===== src/rtl/counter_ctrl.sv =====
// counter_ctrl: command-driven up-counter with one-shot and periodic modes.
// Start/stop/resume/clear control, terminal-count and illegal-command pulses.
module counter_ctrl #(
    parameter int WIDTH = 8
) (
    input  logic             clk,
    input  logic             reset,
    input  logic             cmd_valid,
    output logic             cmd_ready,
    input  logic [1:0]       cmd_op,
    input  logic [WIDTH-1:0] cmd_limit,
    input  logic             cmd_reload,
    output logic [WIDTH-1:0] value,
    output logic             busy,
    output logic             done,
    output logic             tc,
    output logic             err
);

    typedef enum logic [1:0] {
        IDLE  = 2'd0,
        RUN   = 2'd1,
        PAUSE = 2'd2,
        DONE  = 2'd3
    } state_e;

    localparam logic [1:0] OP_START  = 2'b00;
    localparam logic [1:0] OP_STOP   = 2'b01;
    localparam logic [1:0] OP_RESUME = 2'b10;
    localparam logic [1:0] OP_CLEAR  = 2'b11;

    state_e           state_q, state_d;
    logic [WIDTH-1:0] value_q, value_d;
    logic [WIDTH-1:0] limit_q, limit_d;
    logic             reload_q, reload_d;
    logic             tc_q, tc_d;
    logic             err_q, err_d;
    logic             ready_q;
    logic             accept;

    assign accept = cmd_valid & ready_q;

    // Next state: an accepted command always beats the terminal condition.
    always_comb begin
        state_d  = state_q;
        value_d  = value_q;
        limit_d  = limit_q;
        reload_d = reload_q;
        tc_d     = 1'b0;
        err_d    = 1'b0;
        if (accept) begin
            unique case (cmd_op)
                OP_START: begin
                    value_d  = '0;
                    limit_d  = cmd_limit;
                    reload_d = cmd_reload;
                    state_d  = RUN;
                end
                OP_STOP: begin
                    if (state_q == RUN) state_d = PAUSE;
                    else                err_d   = 1'b1;
                end
                OP_RESUME: begin
                    if (state_q == PAUSE) state_d = RUN;
                    else                  err_d   = 1'b1;
                end
                OP_CLEAR: begin
                    value_d = '0;
                    state_d = IDLE;
                end
                default: ;
            endcase
        end else if (state_q == RUN) begin
            if (value_q != limit_q) begin
                value_d = value_q + WIDTH'(1);
            end else begin
                tc_d = 1'b1;
                if (reload_q) value_d = '0;
                else          state_d = DONE;
            end
        end
    end

    // State and datapath registers; reset aborts everything immediately.
    always_ff @(posedge clk or negedge reset) begin
        if (!reset) begin
            state_q  <= IDLE;
            value_q  <= '0;
            limit_q  <= '0;
            reload_q <= 1'b0;
            tc_q     <= 1'b0;
            err_q    <= 1'b0;
            ready_q  <= 1'b0;
        end else begin
            state_q  <= state_d;
            value_q  <= value_d;
            limit_q  <= limit_d;
            reload_q <= reload_d;
            tc_q     <= tc_d;
            err_q    <= err_d;
            ready_q  <= 1'b1;
        end
    end

    assign cmd_ready = ready_q;
    assign value     = value_q;
    assign busy      = (state_q == RUN);
    assign done      = (state_q == DONE);
    assign tc        = tc_q;
    assign err       = err_q;

endmodule


===== config.mk =====
export PLATFORM = sky130hd
export DESIGN_NAME = counter_ctrl
export DESIGN_NICKNAME = d
export VERILOG_FILES = /design/src/rtl/counter_ctrl.sv
export SDC_FILE = /design/constraint.sdc
export NUM_CORES = 1
export LEC_CHECK = 0
export CORE_MARGIN = 8
export CORE_UTILIZATION = 51
export CTS_BUF_LIST = sky130_fd_sc_hd__clkbuf_4
export CTS_CLUSTER_DIAMETER = 50
export CTS_CLUSTER_SIZE = 28
export DETAILED_ROUTE_END_ITERATION = 16
export GPL_TIMING_DRIVEN = 0
export PLACE_DENSITY = 0.81
export SLEW_MARGIN = 5
export SYNTH_ARGS = -nofsm -noshare
export SYNTH_HDL_FRONTEND = slang
export SYNTH_SLANG_ARGS = --single-unit

===== constraint.sdc =====
create_clock -name clk -period 2.1 [get_ports clk]
set_input_delay 0.21 -clock clk [delete_from_list [all_inputs] [get_ports clk]]
set_output_delay 0.21 -clock clk [all_outputs]
set_load 0.05 [all_outputs]

* After elaboration in Yosys (flattened, before gate mapping)
Index checks and enable logic that the tools add are counted.
Widths: inputs -> output; s select.
** Cells by class
- Add/subtract/negate cells :: 1
- $mul :: 0
- Div/mod/pow operators :: 0
- $lt $le $gt $ge :: 0
- Equality and inequality tests :: 12
- Shift-type cells :: 0
- Mux-type cells :: 19
- Bitwise gates (word level) :: 1
- Reductions and logical operators :: 7
** Operator list (number)
- $mux 8 :: 5
- $mux 2 :: 6
- $add 8x1->8 const B :: 1
- $eq 2x2->1 const B :: 4
- $ne 8x8->1 :: 1
- $pmux 2 s4 :: 1
- $mux 1 :: 6
- $ne 2x2->1 const B :: 3
- $reduce_and 5->1 :: 1
- $eq 2x1->1 const B :: 2
- $ne 3x3->1 const B :: 1
- $reduce_and 3->1 :: 1
- $reduce_bool 3->1 :: 1
- $logic_not 2->1 :: 1
- $ne 2x1->1 const B :: 1
- $pmux 1 s2 :: 1
- $reduce_and 2->1 :: 1
- $reduce_bool 2->1 :: 1
- $reduce_or 2->1 :: 1
- $and 1x1->1 :: 1
** Storage, ports and cells
- Register bits after elaboration :: 22
- Bits in latches :: 0
- RAM bits :: 0
- ROM bits :: 0
- Bits of input ports :: 14
- Output and inout bits :: 13
- Word-level logic and storage cells :: 47
- Memories :: 0

* Depth between registers and ports, before layout
- Word-level depth :: 4
- Depth in mapped cells :: 6
- Gate-level depth less buffers :: 6

* Least setup slack after synthesis
No wires, ideal clock.
- Path kind :: flip-flop to flip-flop
- From :: register value_q[4], in the netlist value[4]
- To :: register value_q[2], in the netlist value[2]
- Setup time :: 0.120 ns
- Data arrival time :: 1.791 ns
- Data required time :: 1.980 ns
- Setup slack :: 0.190 ns
- Stages on the path, launching flop included :: 7
- Buffers on the path :: 1
- Clock period less this slack :: 1.910 ns
- Cell sequence :: dfrtp_1 xnor2_1 nand4_1 or2_1 buf_6 a32o_1 a31o_1
** Between the ends
- Longest elaborated chain between the ends :: 4
- Elaborated cells on any way between the ends :: 6
- Classes of those cells :: 1 x eq/ne; 3 x mux; 2 x reduce/logical
** RTL lines
- from (decl) :: line 33 : logic [WIDTH-1:0] value_q, value_d;
- from (signal assigned) :: line 96 : value_q <= value_d;
- $ne 8x8->1 (*) :: line 74 : if (value_q != limit_q) begin
- $mux 8 :: line 74
- $mux 8 :: line 73 : end else if (state_q == RUN) begin
- $mux 8 :: line 51 : if (accept) begin
Mark *: on every way between the ends. The rest lies on a longest branch, timed or not. The select of a mux whose other input is x is not followed.
A chain may end at the register's enable or synchronous reset.

* Worst setup path in the final report
- From :: register state_q[1]
- To :: output done
** Between the ends
- Longest elaborated chain between the ends :: 1
** RTL lines
- from (decl) :: line 32 : state_e state_q, state_d;
- from (signal assigned) :: line 95 : state_q <= state_d;
- $eq 2x2->1 :: line 108 : assign done = (state_q == DONE);
- to (decl) :: line 15 : output logic done,
No other way between the ends.

==> impl_metrics.tcl <==
set metrics [dict create \
    port_buffers 26 \
    r2r_setup_slack_ps 300 \
    hold_class "in -> async" \
    drive_gt1_share_pct 9.524 \
    slew_headroom_pct 36.22 \
    via_per_inst 5.600 \
    gp_congestion 0.9039 \
    ys_warn_count 0 \
    die_x_um 64.48 \
    fillers 166 \
    synth_top_area_cell "dfrtp_1" \
    fin_nets 169 \
    p_switching_mw 0.6961 \
    grt_max_degree 23 \
    tightestPinTransition_ps 953.7 \
    clk_pin_slew_ps 110 \
    cts.htree.levels 1 \
    async_flop_share_pct 100.0 \
    hold_viol 0 \
    yosys.area.top_type_share_pct 45.93 \
    leakage_nw 0.6583 \
    path_max_fanout 6 \
    io_pins 27 \
    grt_pass1_wl_um 4560 \
    synth_enable_flop_cells 0 \
    cellInternalPower_mw 0.9169 \
    gr-total-overflow 0 \
    syn_nets 138 \
    cts_buffers 3 \
    setup_tns_ps 0 \
    dp_slack_ps 81.79 \
    cts_tree "yes" \
    antenna_found_initial 0 \
    switching_share_pct 43.16 \
    netlist_top_cells_area "dfrtp_1 46%, mux2_2 8.5%, xnor2_1 7.3%" \
    syn_area_um2 1199 \
    syn_inst 118 \
    powerDensity_nw_per_um2 1062 \
    r2r_end "value[2]" \
    worstRegToRegCells 6 \
    drc_errors 0 \
    routed_wl_um 2613 \
    cts.sinks 22 \
    worstPathArrival_ps 1680 \
    endpoint_kind "output pin" \
    dp.cells 172 \
    criticalPathCategory "reg -> out" \
    outcome "completed" \
    grt_use_total_pct 13.54 \
    drtIter0Drc 47 \
    post-route-worst-setup-slack_ps 205.9 \
    clock_latency_ps 300 \
    pwr-share-clk_pct 11.5 \
    die_height_um 64.48 \
    antenna_cells 0 \
    die-area_um2 4158 \
    p_total_mw 1.613 \
    setup_viol 0 \
    rows 17 \
    cts_max_path_buffers 2 \
    root_buffer "clkbuf_4" \
    final_antenna_net_count 0 \
    fmax_ghz 0.5279 \
    synth_ff_type "dfrtp_1" \
    core_area_um2 2212 \
    synth_cell_types 32 \
    instances_no_fill 175 \
    synth_seq_cells 22 \
    period_minus_slack_ps 1894 \
    hpwl_um 2060 \
    cts.hold.buffers_added 0 \
    skew_ps 1.269 \
    comb_power_share_pct 47.4 \
    rsz0062_at_grt "no" \
    via_count 980 \
    syn_to_final_growth_pct 26.72 \
    ys_seq_area_share_pct 45.93 \
    critical_path_required_ps 1890 \
    syn_area_per_cell_um2 10.16 \
    drv_slew 0 \
    p_seq_share_pct 41.1 \
    r2r_start "value[4]" \
    wl_per_cell_um 14.93 \
    initial_utilization_pct 54.19 \
    dr.pass1.iters 4 \
    crit_path_start_kind "flop" \
    grt_pass1_vias 975 \
    cap_violations 0 \
    vdd_drop_max_uv 600.5 \
    min_period_over_period_pct 90.20 \
]
[placed cells by master, fill, tap and decap left out, drive strengths merged, types with 3 or more instances in the layout]
| master | count |
|---|---|
| xnor2 | 10 |
| a21oi | 5 |
| dfrtp | 22 |
| nor2 | 8 |
| ha | 6 |
| o21ai | 4 |
| nand2 | 12 |
| clkdlybuf4s50 | 25 |
| mux2 | 9 |
| clkbuf | 4 |
| inv | 9 |
| a31o | 3 |
| o22ai | 3 |
[state kept, by name (all words and copies together), names as in the netlist]
name	cells
limit_q	8
value	8
state_q	2
cmd_ready	1
err	1
reload_q	1
tc	1
[worst max path at each step]
stage | end | slack (ps) | start | cells past startpoint
6_report | done | 210 | state_q[1] | 2
5_1_grt | done | 100 | state_q[1] | 2
4_1_cts | busy | 40 | state_q[1] | 3
3_5_place_dp | value[6] | 80 | cmd_op[0] | 6
3_3_place_gp | value[6] | 130 | cmd_op[0] | 6
2_1_floorplan | value[2] | 190 | value[4] | 6
[what timing repair did]
action                                 in CTS  in global routing
gates resized for setup                     0                  1
buffers inserted                            0                  0
setup endpoints to repair                   0                  1
endpoints found under the hold margin       0                  0
[final cells by class]
class                      instances  area (um2)  area share (%)
tap                               28       35.03           2.306
inverter                           9       33.78           2.224
buffer                             2       15.01          0.9885
timing repair buffer              26       262.8           17.30
sequential                        22       550.5           36.24
multi-input combinational         85       599.3           39.46
clock buffer                       3       22.52           1.483
[per-layer routing]
metal  wire, um  share of wire, %  global-route usage [%]
met4         61               2.3                   6.267
met3        153               5.9                   3.952
met2       1288                49                   22.61
met5          0                 0                       0
met1       1110                42                   15.63
[cells by family after synthesis]
kind of cell               after synthesis  synth area share (%)
and+or+nand+nor                         35                 13.67
DFF                                     22                 45.93
adders and majority gates                6                 6.263
AOI/OAI and AO/OA                       23                 13.15
other                                    1                0.3129
xor gates and xnor gates                10                 7.307
buffers and inverters                   11                 4.070
muxes                                   10                 9.290
[critical path, stage by stage, from the launching register on]
cell	delay [ps]
dfrtp_1	440
and2_1	150
clkdlybuf4s50_1	790
[power groups by stage]
stage,Combinational (mW),Clock (mW),Sequential [mW]
finish,0.765,0.185,0.663
global route,0.822,0.212,0.683
CTS,0.768,0.194,0.662
detailed placement,0.765,0,0.671
global placement,0.751,0,0.666
floorplan,0.361,0,0.823
[per-stage QoR]
step / utilization (%) / instance area, um2 / hold WS [ps]
2_1_floorplan: - / 1199 / -85.59
3_3_place_gp: 67.53 / 1494 / 511.5
3_5_place_dp: 67.53 / 1494 / 519.8
4_1_cts: 68.55 / 1516 / 449.3
5_1_grt: 68.67 / 1519 / 500.0
6_report: 68.67 / 1519 / 428.0
[cell usage after synthesis (3+ instances only)]
cell type,count
o22ai_1,3
xnor2_1,10
nand2_1,12
ha_1,6
a21oi_1,5
inv_1,9
o21ai_0,4
dfrtp_1,22
mux2_2,9
nor2_1,8
No activity file was read; power rests on OpenSTA's default activity.
